$ cat src/rtl/btn_pkg.sv
// Shared definitions for the push-button conditioner: hold-FSM encoding,
// counter width helpers and the default timing for the 100 MHz board build.
package btn_pkg;

  typedef enum logic [1:0] {
    HS_IDLE   = 2'd0,
    HS_HOLD   = 2'd1,
    HS_REPEAT = 2'd2
  } hold_state_e;

  localparam int DEF_NUM_CH       = 4;
  localparam int DEF_SYNC_STAGES  = 2;
  localparam int DEF_DEBOUNCE_CYC = 32;
  localparam int DEF_HOLD_CYC     = 5000;
  localparam int DEF_REPEAT_CYC   = 1000;

  // Bits needed for a counter that runs 0..n-1.
  function automatic int cnt_w(input int n);
    return (n <= 2) ? 1 : $clog2(n);
  endfunction

  function automatic int max_i(input int a, input int b);
    return (a > b) ? a : b;
  endfunction

endpackage

$ cat src/rtl/debounce_channel.sv
// One button channel: synchroniser, consecutive-sample debounce filter,
// registered press/release pulses and the long-press / auto-repeat FSM.
module debounce_channel
  import btn_pkg::*;
#(
  parameter int SYNC_STAGES  = DEF_SYNC_STAGES,
  parameter int DEBOUNCE_CYC = DEF_DEBOUNCE_CYC,
  parameter int HOLD_CYC     = DEF_HOLD_CYC,
  parameter int REPEAT_CYC   = DEF_REPEAT_CYC
) (
  input  logic clk_i,
  input  logic rst_ni,
  input  logic btn_i,
  output logic state_o,
  output logic press_o,
  output logic release_o,
  output logic long_o,
  output logic repeat_o
);

  localparam int  DW     = cnt_w(DEBOUNCE_CYC);
  localparam int  HMAX   = max_i(HOLD_CYC, REPEAT_CYC);
  localparam int  HW     = cnt_w(HMAX);
  localparam bit  RPT_EN = (REPEAT_CYC > 0);
  localparam logic [DW-1:0] DB_LAST   = DW'(DEBOUNCE_CYC - 1);
  localparam logic [HW-1:0] HOLD_LAST = HW'(HOLD_CYC - 1);
  localparam logic [HW-1:0] RPT_LAST  = HW'(RPT_EN ? REPEAT_CYC - 1 : 0);
  localparam logic [HW-1:0] HCNT_SAT  = HW'(HMAX - 1);

  logic [SYNC_STAGES-1:0] sync_q;
  logic                   s;
  logic                   st_q, st_d;
  logic [DW-1:0]          db_cnt_q, db_cnt_d;
  logic                   commit, press_ev, rel_ev;
  hold_state_e            hs_q, hs_d;
  logic [HW-1:0]          hcnt_q, hcnt_d;
  logic                   press_q, rel_q, long_q, long_d, rpt_q, rpt_d;

  assign s        = sync_q[SYNC_STAGES-1];
  assign commit   = (s != st_q) && (db_cnt_q == DB_LAST);
  assign press_ev = commit & s;
  assign rel_ev   = commit & ~s;

  always_ff @(posedge clk_i or negedge rst_ni) begin
    if (!rst_ni) begin
      sync_q   <= '0;
      st_q     <= 1'b0;
      db_cnt_q <= '0;
      hs_q     <= HS_IDLE;
      hcnt_q   <= '0;
      press_q  <= 1'b0;
      rel_q    <= 1'b0;
      long_q   <= 1'b0;
      rpt_q    <= 1'b0;
    end else begin
      sync_q   <= {sync_q[SYNC_STAGES-2:0], btn_i};
      st_q     <= st_d;
      db_cnt_q <= db_cnt_d;
      hs_q     <= hs_d;
      hcnt_q   <= hcnt_d;
      press_q  <= press_ev;
      rel_q    <= rel_ev;
      long_q   <= long_d;
      rpt_q    <= rpt_d;
    end
  end

  // Filter: any sample matching the current level restarts the count.
  always_comb begin
    st_d     = st_q;
    db_cnt_d = db_cnt_q;
    if (s == st_q) begin
      db_cnt_d = '0;
    end else if (commit) begin
      st_d     = s;
      db_cnt_d = '0;
    end else begin
      db_cnt_d = db_cnt_q + DW'(1);
    end
  end

  // Hold FSM reacts to the debounce decision of this same edge, so a
  // release landing on the threshold edge suppresses long/repeat.
  always_comb begin
    hs_d   = hs_q;
    hcnt_d = hcnt_q;
    long_d = 1'b0;
    rpt_d  = 1'b0;
    if (rel_ev) begin
      hs_d   = HS_IDLE;
      hcnt_d = '0;
    end else begin
      case (hs_q)
        HS_IDLE: begin
          if (press_ev) begin
            hs_d   = HS_HOLD;
            hcnt_d = '0;
          end
        end
        HS_HOLD: begin
          if (st_q && hcnt_q == HOLD_LAST) begin
            long_d = 1'b1;
            hcnt_d = '0;
            hs_d   = RPT_EN ? HS_REPEAT : HS_IDLE;
          end else if (hcnt_q != HCNT_SAT) begin
            hcnt_d = hcnt_q + HW'(1);
          end
        end
        HS_REPEAT: begin
          if (hcnt_q == RPT_LAST) begin
            rpt_d  = 1'b1;
            hcnt_d = '0;
          end else if (hcnt_q != HCNT_SAT) begin
            hcnt_d = hcnt_q + HW'(1);
          end
        end
        default: begin
          hs_d   = HS_IDLE;
          hcnt_d = '0;
        end
      endcase
    end
  end

  assign state_o   = st_q;
  assign press_o   = press_q;
  assign release_o = rel_q;
  assign long_o    = long_q;
  assign repeat_o  = rpt_q;

endmodule

$ cat src/rtl/button_debounce_array.sv
// NUM_CH-channel push-button conditioner; applies optional pin inversion and
// packs the independent per-channel conditioners onto the output buses.
module button_debounce_array
  import btn_pkg::*;
#(
  parameter int NUM_CH       = DEF_NUM_CH,
  parameter int SYNC_STAGES  = DEF_SYNC_STAGES,
  parameter int DEBOUNCE_CYC = DEF_DEBOUNCE_CYC,
  parameter int HOLD_CYC     = DEF_HOLD_CYC,
  parameter int REPEAT_CYC   = DEF_REPEAT_CYC,
  parameter bit ACTIVE_LOW   = 1'b0
) (
  input  logic              clk_i,
  input  logic              rst_ni,
  input  logic [NUM_CH-1:0] btn_i,
  output logic [NUM_CH-1:0] state_o,
  output logic [NUM_CH-1:0] press_o,
  output logic [NUM_CH-1:0] release_o,
  output logic [NUM_CH-1:0] long_o,
  output logic [NUM_CH-1:0] repeat_o
);

  logic [NUM_CH-1:0] btn_pos;

  // Normalise to 1 = pressed before the synchroniser.
  assign btn_pos = ACTIVE_LOW ? ~btn_i : btn_i;

  for (genvar g = 0; g < NUM_CH; g++) begin : g_ch
    debounce_channel #(
      .SYNC_STAGES (SYNC_STAGES),
      .DEBOUNCE_CYC(DEBOUNCE_CYC),
      .HOLD_CYC    (HOLD_CYC),
      .REPEAT_CYC  (REPEAT_CYC)
    ) u_ch (
      .clk_i    (clk_i),
      .rst_ni   (rst_ni),
      .btn_i    (btn_pos[g]),
      .state_o  (state_o[g]),
      .press_o  (press_o[g]),
      .release_o(release_o[g]),
      .long_o   (long_o[g]),
      .repeat_o (repeat_o[g])
    );
  end

endmodule

$ cat config.mk
export PLATFORM = sky130hd
export DESIGN_NAME = button_debounce_array
export DESIGN_NICKNAME = d
export VERILOG_FILES = /design/src/rtl/btn_pkg.sv /design/src/rtl/debounce_channel.sv /design/src/rtl/button_debounce_array.sv
export SDC_FILE = /design/constraint.sdc
export NUM_CORES = 1
export LEC_CHECK = 0
export CAP_MARGIN = 10
export CELL_PAD_IN_SITES_DETAIL_PLACEMENT = 0
export CELL_PAD_IN_SITES_GLOBAL_PLACEMENT = 1
export CORE_AREA = 4 4 114 116
export DETAILED_ROUTE_END_ITERATION = 8
export DIE_AREA = 0 0 118 120
export PLACE_DENSITY = 0.84
export SLEW_MARGIN = 20
export SYNTH_ARGS = -nofsm -noshare
export SYNTH_HDL_FRONTEND = slang
export SYNTH_SLANG_ARGS = --single-unit
$ cat constraint.sdc
create_clock -name clk_i -period 2.8 [get_ports clk_i]
set_input_delay 0.56 -clock clk_i [delete_from_list [all_inputs] [get_ports clk_i]]
set_output_delay 0.56 -clock clk_i [all_outputs]
set_load 0.01 [all_outputs]
==> results.sh, run 1 <==
export IMPL_vias=4140
export IMPL_synth_flop_cell="dfrtp_1"
export IMPL_synth_enable_flop_cells=0
export IMPL_cts_buffers=9
export IMPL_ioPinCount=26
export IMPL_outcome="finished, final reports clean"
export IMPL_synth_most_common_cell="dfrtp_1"
export IMPL_grt_usage_pct=15.9
export IMPL_p_total_mw=2.96
export IMPL_grt_pass1_vias=4057
export IMPL_cts_root_buf="clkbuf_16"
export IMPL_rsz0062_at_grt="false"
export IMPL_yosysSeqAreaShare_pct=47.6
export IMPL_p_leak_nw=2.87
export IMPL_finalHoldWorstSlack_ns=0.251
export IMPL_max_stage_delay_ns=0.61
export IMPL_post_route_util_pct=52.9
export IMPL_dp_slack_ns=0.348
export IMPL_ant_nets=0
export IMPL_post_synth_cell_area_avg_sq_um=9.92
export IMPL_synth_seq_cells=108
export IMPL_first_iter_violations=329
export IMPL_dp_hpwl_mm=7.52
export IMPL_grt_antenna_before_repair=0
export IMPL_cp_start_kind="register"
export IMPL_clk_pin_slew_ns=0.08
export IMPL_crit_type="register to register"
export IMPL_die_h_microns=120
export IMPL_num_rows=40
export IMPL_synth_distinct_cells=59
export IMPL_rrSetupSlack_ns=0.32
export IMPL_critical_path_slowest_cell="or4_4"
export IMPL_drc_errors=0
export IMPL_cts_resized=0
export IMPL_core_sq_um=11900
export IMPL_cp_cell_sequence="or4_4 -> nor4_2 -> o22ai_2 -> buf_4 -> and3_1 -> a221o_1"
export IMPL_tns_ns=0
export IMPL_maxSlewHeadroom_pct=53.3
export IMPL_clk_path_buf_depth=2
export IMPL_p_per_area_nw_per_um2=470
export IMPL_drive_gt1_share_pct=6.43
export IMPL_area_growth_synth_to_final_pct=11.1
export IMPL_period_needed_ns=2.48
export IMPL_cap_violations=0
export IMPL_fillCellCount=1069
export IMPL_path_max_fanout=13
export IMPL_dieArea_sq_um=14200
export IMPL_vdd_drop_max_mv=0.259
export IMPL_async_flop_share_pct=100
export IMPL_cp_data_arrival_time_ns=2.73
export IMPL_via_per_inst=5.61
export IMPL_fp_dieW_microns=118
export IMPL_insertion_delay_ns=0.35
export IMPL_cp_num_buf_inv=1
export IMPL_yosys_top_cells_count="dfrtp_1 (108), nor2_1 (61), nand2_1 (43), nand3_1 (42), ha_1 (28)"
export IMPL_drt_total_wl_mm=10.7
export IMPL_hp_class="input port to async pin"
export IMPL_grt_pass1_wl_mm=18.8
export IMPL_first_pass_iters=5
export IMPL_cts_tree="done"
export IMPL_synthTopCellsByArea="dfrtp_1 (48%), ha_1 (6.2%), nor2_1 (4.0%)"
export IMPL_syn_instance_count=572
export IMPL_cts_hold_buf=0
export IMPL_synth_warning_count=0
export IMPL_num_antenna_cells=0
export IMPL_layout_nets=620
export IMPL_max_freq_ghz=0.403
export IMPL_slew_violations=0
export IMPL_syn_nets=606
export IMPL_port_buffers=25
export IMPL_crit_family="simple AND/OR/NAND/NOR gates"
export IMPL_cts_setup_buffers=0
export IMPL_htree_levels=3
export IMPL_overflow=0
export IMPL_synth_area_leader_cell="dfrtp_1"
export IMPL_grt_max_degree=55
export IMPL_cts_sinks=108
export IMPL_required_ns=3.04
export IMPL_finalHoldViolCount=0
export IMPL_setup_ws_ns=0.316
export IMPL_tightestPinTransition_ns=0.694
export IMPL_finalSetupViolations=0
export IMPL_gp_congestion=0.820
export IMPL_period_share_pct=88.7
export IMPL_initial_core_util_pct=47.7
export IMPL_syn_area_sq_um=5680
export IMPL_worstSetupEndpointType="register"
export IMPL_synth_top_area_share_pct=47.6
export IMPL_skew_ns=0.00908
export IMPL_wl_per_cell_microns=14.4
flip-flops by register name (all words and copies together) (netlist names):
name,count
g_ch.u_ch.sync_q,8
g_ch.u_ch.state_o,4
g_ch.u_ch.press_o,4
g_ch.u_ch.hs_q,8
g_ch.u_ch.release_o,4
g_ch.u_ch.db_cnt_q,20
g_ch.u_ch.hcnt_q,52
g_ch.u_ch.long_o,4
g_ch.u_ch.repeat_o,4
cells in the final DEF, fill, tap and decap left out, types with 3 or more instances in the layout:
master | Yosys | layout
dfrtp_1 | 108 | 108
nor2_1 | 61 | 61
nand2_1 | 43 | 43
nand3_1 | 42 | 42
ha_1 | 28 | 28
inv_1 | 26 | 26
xor2_1 | 26 | 26
clkdlybuf4s50_1 | 0 | 24
and3_1 | 21 | 21
a21oi_1 | 15 | 15
a31oi_1 | 14 | 14
nand4_1 | 13 | 13
xnor2_1 | 12 | 12
nor3_1 | 12 | 12
a21o_1 | 10 | 10
nor4bb_1 | 10 | 10
o21ai_0 | 10 | 10
and2_1 | 9 | 9
clkbuf_16 | 0 | 9
buf_4 | 20 | 9
or3_1 | 8 | 8
nand3b_1 | 5 | 5
mux2i_1 | 4 | 4
o31ai_1 | 4 | 4
o211ai_1 | 4 | 4
nand2b_1 | 3 | 3
nand4b_1 | 3 | 3
and4_1 | 3 | 3
a21bo_2 | 3 | 3
nor4_1 | 3 | 3
mux2_2 | 3 | 3
a211oi_1 | 3 | 3
nor4b_1 | 3 | 3
clkinv_4 | 0 | 3
logic make-up (layout without fill, tap and decap cells):
| group | after synthesis | in the layout | share of synthesized area (%) |
|---|---|---|---|
| XOR/XNOR | 38 | 38 | 5.86 |
| buffers and inverters | 57 | 76 | 5.11 |
| AND/OR/NAND/NOR | 252 | 252 | 24.1 |
| adder cells (fa/ha/maj) | 28 | 28 | 6.17 |
| multiplexers | 7 | 7 | 1.30 |
| flip-flops | 108 | 108 | 47.6 |
| AO/OA/AOI/OAI | 82 | 82 | 9.83 |
layer usage:
| layer | GRT usage (%) | up-vias | wire, microns | part of all wire, % |
|---|---|---|---|---|
| met3 | 4.05 | 15 | 409 | 3.8 |
| met5 | 0 | - | 0 | 0 |
| li1 | - | 2049 | - | - |
| met2 | 24.7 | 73 | 4880 | 46 |
| met4 | 5.42 | 0 | 174 | 1.6 |
| met1 | 21.7 | 2003 | 5190 | 49 |
worst paths after layout:
path	start	end	depth (start not counted)
setup / recovery	g_ch[2].u_ch.hcnt_q[3]	g_ch[2].u_ch.hcnt_q[4]	6
hold / removal	rst_ni	g_ch[0].u_ch.hcnt_q[10]	1
setup reg to reg	g_ch[2].u_ch.hcnt_q[3]	g_ch[2].u_ch.hcnt_q[4]	6
hold reg to reg	g_ch[1].u_ch.sync_q[0]	g_ch[1].u_ch.sync_q[1]	0
max in group asynchronous	rst_ni	g_ch[1].u_ch.hcnt_q[10]	2
min in group clk_i	g_ch[1].u_ch.sync_q[0]	g_ch[1].u_ch.sync_q[1]	0
cell type report:
type	instances	area, sq um	share of cell area [%]
clock buffers	9	225	3.57
clock inverters	7	83.8	1.33
inverters	26	97.6	1.55
multi-input cells	407	2680	42.6
flip-flops and latches	108	2700	42.9
well taps	147	184	2.92
repair buffers	34	328	5.20
stage by stage:
| stage | instance area (sq um) | std cells |
|---|---|---|
| detailed placement | 6000 | 722 |
| finish | 6300 | 738 |
| CTS | 6300 | 738 |
| floorplan | 5680 | 572 |
| global route | 6300 | 738 |
| global placement | 6000 | 722 |
report_power, final:
group	internal, mW	leakage [nW]	total (mW)	switching, mW
Sequential	1.58	1.48	1.59	0.0142
Combinational	0.0256	1.24	0.0709	0.0453
Clock	0.707	0.148	1.30	0.592
Total	2.31	2.87	2.96	0.651
Power figures use the tool's default switching activity.
==> run 2, diff against run 1 <==
- CORE_AREA: 4 4 114 116 -> 2 2 112 114
- DIE_AREA: 0 0 118 120 -> 0 0 114 116
==> run 2 against run 1 <==
  * Sequential power about the same
  * Sequential share of layout area up 0.30 points
  * Critical path depth increased by 1
  * Setup slack better by 0.11 ns
  * Non-clock buffer count is 1 higher
  * Clock power fell by 9%
  * Clock skew is 0.0012 ns lower
  * First-iteration DRC count is 36% lower
  * Global-route usage increased by 1.6 points
  * Via count fell by 0.72%
  * Largest power group unchanged
==> results.sh, run 2 (same netlist as run 1, synthesis figures left out) <==
export IMPL_hp_class="input port to async pin"
export IMPL_period_needed_ns=2.38
export IMPL_via_per_inst=5.56
export IMPL_layout_nets=621
export IMPL_gp_congestion=0.825
export IMPL_grt_max_degree=62
export IMPL_overflow=0
export IMPL_max_freq_ghz=0.421
export IMPL_period_share_pct=84.9
export IMPL_p_per_area_nw_per_um2=454
export IMPL_cts_root_buf="clkbuf_16"
export IMPL_grt_antenna_before_repair=0
export IMPL_insertion_delay_ns=0.36
export IMPL_slew_violations=0
export IMPL_p_switching_mw=0.634
export IMPL_p_leak_nw=2.85
export IMPL_cp_cell_sequence="ha_1 -> nor4bb_1 -> buf_4 -> a41oi_1 -> o21ai_1 -> and2_1 -> nor2_1"
export IMPL_skew_ns=0.00791
export IMPL_tns_ns=0
export IMPL_first_pass_iters=4
export IMPL_num_antenna_cells=0
export IMPL_largestRegisters="g_ch.u_ch.hcnt_q: 52 flops, g_ch.u_ch.db_cnt_q: 20 flops"
export IMPL_cap_violations=0
export IMPL_cp_data_arrival_time_ns=2.60
export IMPL_crit_type="register to register"
export IMPL_post_route_util_pct=52.6
export IMPL_fp_dieW_microns=114
export IMPL_required_ns=3.03
export IMPL_critical_path_slowest_cell="nor4bb_1"
export IMPL_p_comb_share_pct=2.5
export IMPL_cts_buffers=9
export IMPL_clk_path_buf_depth=2
export IMPL_die_h_microns=116
export IMPL_final_common_cell="dfrtp_1"
export IMPL_grt_pass1_wl_mm=18.6
export IMPL_core_sq_um=11900
export IMPL_initial_core_util_pct=47.7
export IMPL_drc_errors=0
export IMPL_top_register="g_ch.u_ch.hcnt_q"
export IMPL_power_switching_share_pct=22.3
export IMPL_clock_power_share_pct=41.4
export IMPL_cts_setup_buffers=0
export IMPL_dieArea_sq_um=13200
export IMPL_area_growth_synth_to_final_pct=10.3
export IMPL_finalHoldViolCount=0
export IMPL_maxSlewHeadroom_pct=50.0
export IMPL_tightestPinTransition_ns=0.750
export IMPL_htree_levels=3
export IMPL_cts_hold_buf=0
export IMPL_max_stage_delay_ns=0.44
export IMPL_final_cell_mix="dfrtp_1 (108), nor2_1 (61), nand2_1 (43), nand3_1 (42), ha_1 (28)"
export IMPL_cp_start_kind="register"
export IMPL_wl_per_cell_microns=14.5
export IMPL_clk_pin_slew_ns=0.07
export IMPL_largest_register_ffs=52
export IMPL_finalSetupViolations=0
export IMPL_dp_hpwl_mm=7.45
export IMPL_drt_total_wl_mm=10.7
export IMPL_rsz0062_at_grt="false"
export IMPL_worstSetupEndpointType="register"
export IMPL_path_max_fanout=10
export IMPL_vdd_drop_max_mv=0.302
export IMPL_ant_nets=0
export IMPL_num_rows=40
export IMPL_outcome="finished, final reports clean"
export IMPL_cts_resized=0
export IMPL_vias=4110
export IMPL_seq_power_share_pct=56.1
export IMPL_ioPinCount=26
export IMPL_cts_sinks=108
export IMPL_p_int_mw=2.21
export IMPL_fillCellCount=1086
export IMPL_cts_tree="done"
export IMPL_drive_gt1_share_pct=6.42
export IMPL_grt_pass1_vias=3975
export IMPL_first_iter_violations=210
export IMPL_grt_usage_pct=17.5
export IMPL_port_buffers=25
==> run 2: power groups by stage <==
stage | Clock (mW) | Sequential (mW) | Combinational, mW
after floorplan | 0 | 1.62 | 0.0252
after global placement | 0 | 1.62 | 0.0710
after detailed placement | 0 | 1.62 | 0.0742
after CTS | 1.20 | 1.59 | 0.0754
after global routing | 1.27 | 1.59 | 0.0851
final | 1.18 | 1.59 | 0.0709
==> run 2: worst max-delay path: cells and delay by family (launching register included) <==
family / cells / cell delay, ns
AOI/OAI and AO/OA: 2 / 0.49
buffers and inverters: 1 / 0.21
adders and majority gates: 1 / 0.22
and+or+nand+nor: 3 / 0.94
DFF: 1 / 0.38
==> run 2: worst paths after layout <==
path                                          end  cells after the start  slack (ns)                    from
max                        g_ch[1].u_ch.hcnt_q[4]                      7        0.42  g_ch[1].u_ch.hcnt_q[0]
max reg2reg                g_ch[1].u_ch.hcnt_q[4]                      7        0.42  g_ch[1].u_ch.hcnt_q[0]
min in group clk_i         g_ch[2].u_ch.sync_q[1]                      0        0.35  g_ch[2].u_ch.sync_q[0]
min reg2reg                g_ch[2].u_ch.sync_q[1]                      0        0.35  g_ch[2].u_ch.sync_q[0]
min                          g_ch[3].u_ch.press_o                      1        0.28                  rst_ni
max in group asynchronous  g_ch[1].u_ch.hcnt_q[1]                      2        1.78                  rst_ni
==> run 2: cell type report <==
| cell class | instances | area, sq um | share of cell area [%] |
|---|---|---|---|
| Clock buffer | 10 | 229 | 3.66 |
| Clock inverter | 6 | 41.3 | 0.659 |
| Inverter | 26 | 97.6 | 1.56 |
| Multi-Input combinational cell | 407 | 2680 | 42.9 |
| Sequential cell | 108 | 2700 | 43.2 |
| Tap cell | 147 | 184 | 2.94 |
| Timing Repair Buffer | 35 | 323 | 5.16 |
==> run 2: per-stage QoR <==
stage	cells	instance area, sq um	hold slack (ns)	setup WS, ns	power (mW)
global placement	723	5990	0.333	0.518	1.69
detailed placement	723	5990	0.340	0.489	1.70
floorplan	572	5680	0.264	0.636	1.65
global route	739	6260	0.350	0.227	2.95
CTS	739	6260	0.308	0.423	2.87
finish	739	6260	0.279	0.424	2.84
==> run 2: per-layer routing <==
metal	up-vias	wire length, microns	share of wire [%]	track usage (%)
li1	2042	-	-	-
met1	1999	5400	50	24.3
met2	53	4840	45	26.4
met3	16	291	2.7	4.24
met4	0	181	1.7	7.15
met5	-	0	0	0
==> run 3, diff against run 2 <==
- clock period: 2.8 -> 2.4 ns (I/O delays scaled with it)
==> run 3 against run 2 <==
  * Total power up 18%
  * Via count rose by 1.1%
  * Setup slack worse by 0.34 ns
  * Sequential power rose by 17%
  * Clock skew hardly changed
  * Sequential share of layout area is 0.90 points lower
  * Global-route usage down 0.22 points
  * Routed wire length increased by 0.35%
  * Cell area increased by 2.1%
  * Clock power rose by 19%
  * Critical path type unchanged
  * Maximum frequency up 2.5%
  * Critical path depth grew 2
==> results.sh, run 3 (same netlist as run 1, synthesis figures left out) <==
export IMPL_outcome="finished, final reports clean"
export IMPL_first_pass_iters=4
export IMPL_insertion_delay_ns=0.36
export IMPL_fp_dieW_microns=114
export IMPL_dp_slack_ns=0.0800
export IMPL_use_met1_pct=24.1
export IMPL_period_needed_ns=2.32
export IMPL_setup_ws_ns=0.0811
export IMPL_p_switching_mw=0.738
export IMPL_area_growth_synth_to_final_pct=12.6
export IMPL_cp_data_arrival_time_ns=2.58
export IMPL_p_int_mw=2.60
export IMPL_largestRegisters="g_ch.u_ch.hcnt_q: 52 flops, g_ch.u_ch.db_cnt_q: 20 flops"
export IMPL_cap_violations=0
export IMPL_final_common_cell="dfrtp_1"
export IMPL_required_ns=2.66
export IMPL_ioPinCount=26
export IMPL_p_leak_nw=2.91
export IMPL_cts_sinks=108
export IMPL_num_rows=40
export IMPL_finalHoldViolCount=0
export IMPL_initial_core_util_pct=47.7
export IMPL_via_per_inst=5.53
export IMPL_p_comb_share_pct=2.5
export IMPL_multi_input_area_sq_um=2700
export IMPL_dp_hpwl_mm=7.68
export IMPL_top_register="g_ch.u_ch.hcnt_q"
export IMPL_cts_hold_buf=0
export IMPL_grt_pass1_vias=3925
export IMPL_grt_usage_pct=17.3
export IMPL_placedCellCount=734
export IMPL_slew_violations=0
export IMPL_ant_nets=0
export IMPL_grtUsageMet2_pct=26.9
export IMPL_clock_power_share_pct=41.9
export IMPL_seq_power_share_pct=55.6
export IMPL_vdd_drop_max_mv=0.332
export IMPL_dieArea_sq_um=13200
export IMPL_hp_class="input port to async pin"
export IMPL_post_route_util_pct=53.7
export IMPL_layout_nets=634
export IMPL_cts_buffers=9
export IMPL_grt_pass1_wl_mm=18.4
export IMPL_worstSetupEndpointType="register"
export IMPL_crit_type="register to register"
export IMPL_skew_ns=0.00802
export IMPL_cts_root_buf="clkbuf_16"
export IMPL_power_switching_share_pct=22.1
export IMPL_maxSlewHeadroom_pct=61.7
export IMPL_rsz0062_at_grt="true"
export IMPL_htree_levels=3
export IMPL_vias=4156
export IMPL_max_freq_ghz=0.431
export IMPL_die_h_microns=116
export IMPL_grt_antenna_before_repair=0
export IMPL_finalHoldWorstSlack_ns=0.122
export IMPL_design_area_sq_um=6390
export IMPL_use_met3_pct=2.98
export IMPL_clk_path_buf_depth=2
export IMPL_drc_errors=0
export IMPL_overflow=0
export IMPL_drive_gt1_share_pct=8.94
export IMPL_final_cell_mix="dfrtp_1 (108), nor2_1 (61), nand2_1 (43), nand3_1 (42), ha_1 (28)"
export IMPL_gp_congestion=0.831
export IMPL_clk_pin_slew_ns=0.07
export IMPL_tightestPinTransition_ns=0.567
export IMPL_num_antenna_cells=0
export IMPL_wl_per_cell_microns=14.3
export IMPL_cp_start_kind="register"
export IMPL_finalSetupViolations=0
export IMPL_top_usage_layer="met2"
export IMPL_drt_total_wl_mm=10.7
export IMPL_core_sq_um=11900
export IMPL_fillCellCount=1054
export IMPL_p_per_area_nw_per_um2=522
export IMPL_regArea_sq_um=2700
export IMPL_grt_max_degree=46
export IMPL_path_max_fanout=10
export IMPL_port_buffers=25
export IMPL_placed_cell_area_sq_um=6090
export IMPL_first_iter_violations=235
export IMPL_period_share_pct=96.6
export IMPL_instances_no_fill=751
export IMPL_cts_tree="done"
export IMPL_largest_register_ffs=52
## run 3: cell types whose count changed in the layout (fill, tap and decap cells not counted), moves of 2 or more
cell,delta
buf_4,+12
and2_1,-2
and2_2,+2
clkinv_2,-2
## run 3: layer usage
metal | vias up | wire, microns
li1 | 2065 | -
met4 | 0 | 175
met2 | 31 | 4860
met1 | 2047 | 5490
met3 | 13 | 222
met5 | - | 0
## run 3: layout make-up
class | instances | area share, %
timing repair buffer | 48 | 6.77
multi-input combinational | 407 | 42.2
clock buffer | 10 | 3.74
clock inverter | 5 | 0.607
inverter | 26 | 1.53
sequential | 108 | 42.3
tap | 147 | 2.88
## run 3: worst paths after layout
| check | depth (start not counted) | startpoint | end | slack [ns] |
|---|---|---|---|---|
| worst max-delay path | 9 | g_ch[2].u_ch.db_cnt_q[0] | g_ch[2].u_ch.hcnt_q[9] | 0.08 |
| worst min-delay path | 1 | rst_ni | g_ch[0].u_ch.hcnt_q[7] | 0.12 |
| worst max register to register | 9 | g_ch[2].u_ch.db_cnt_q[0] | g_ch[2].u_ch.hcnt_q[9] | 0.08 |
| worst min register to register | 0 | g_ch[3].u_ch.sync_q[0] | g_ch[3].u_ch.sync_q[1] | 0.35 |
| max in group asynchronous | 2 | rst_ni | g_ch[0].u_ch.db_cnt_q[2] | 1.64 |
| min in group clk_i | 0 | g_ch[3].u_ch.sync_q[0] | g_ch[3].u_ch.sync_q[1] | 0.35 |
## run 3: through the flow
stage / total power [mW] / TNS (ns)
5_1_grt: 3.47 / -0.0258
2_1_floorplan: 1.92 / 0
3_5_place_dp: 1.98 / 0
4_1_cts: 3.39 / 0
6_report: 3.34 / 0
3_3_place_gp: 1.98 / 0
## run 3: power by group through the flow
stage	sequential [mW]	combinational [mW]	clock [mW]
after floorplan	1.89	0.0294	0
after global placement	1.89	0.0845	0
after detailed placement	1.89	0.0881	0
after CTS	1.86	0.0883	1.45
after global routing	1.86	0.0991	1.51
final	1.86	0.0839	1.40
## run 3: worst max-delay path, stage by stage (launching register included)
cell,delay (ns)
dfrtp_1,0.40
ha_1,0.22
and3_1,0.15
ha_1,0.25
nand3b_1,0.27
nand3_1,0.18
o22ai_4,0.23
buf_4,0.20
nand2_1,0.08
o31ai_1,0.25
## run 3: timing repair
item / in CTS / in global routing
endpoints found under the setup margin: 0 / 18
setup buffers: 0 / 2
resized for setup: 0 / 5
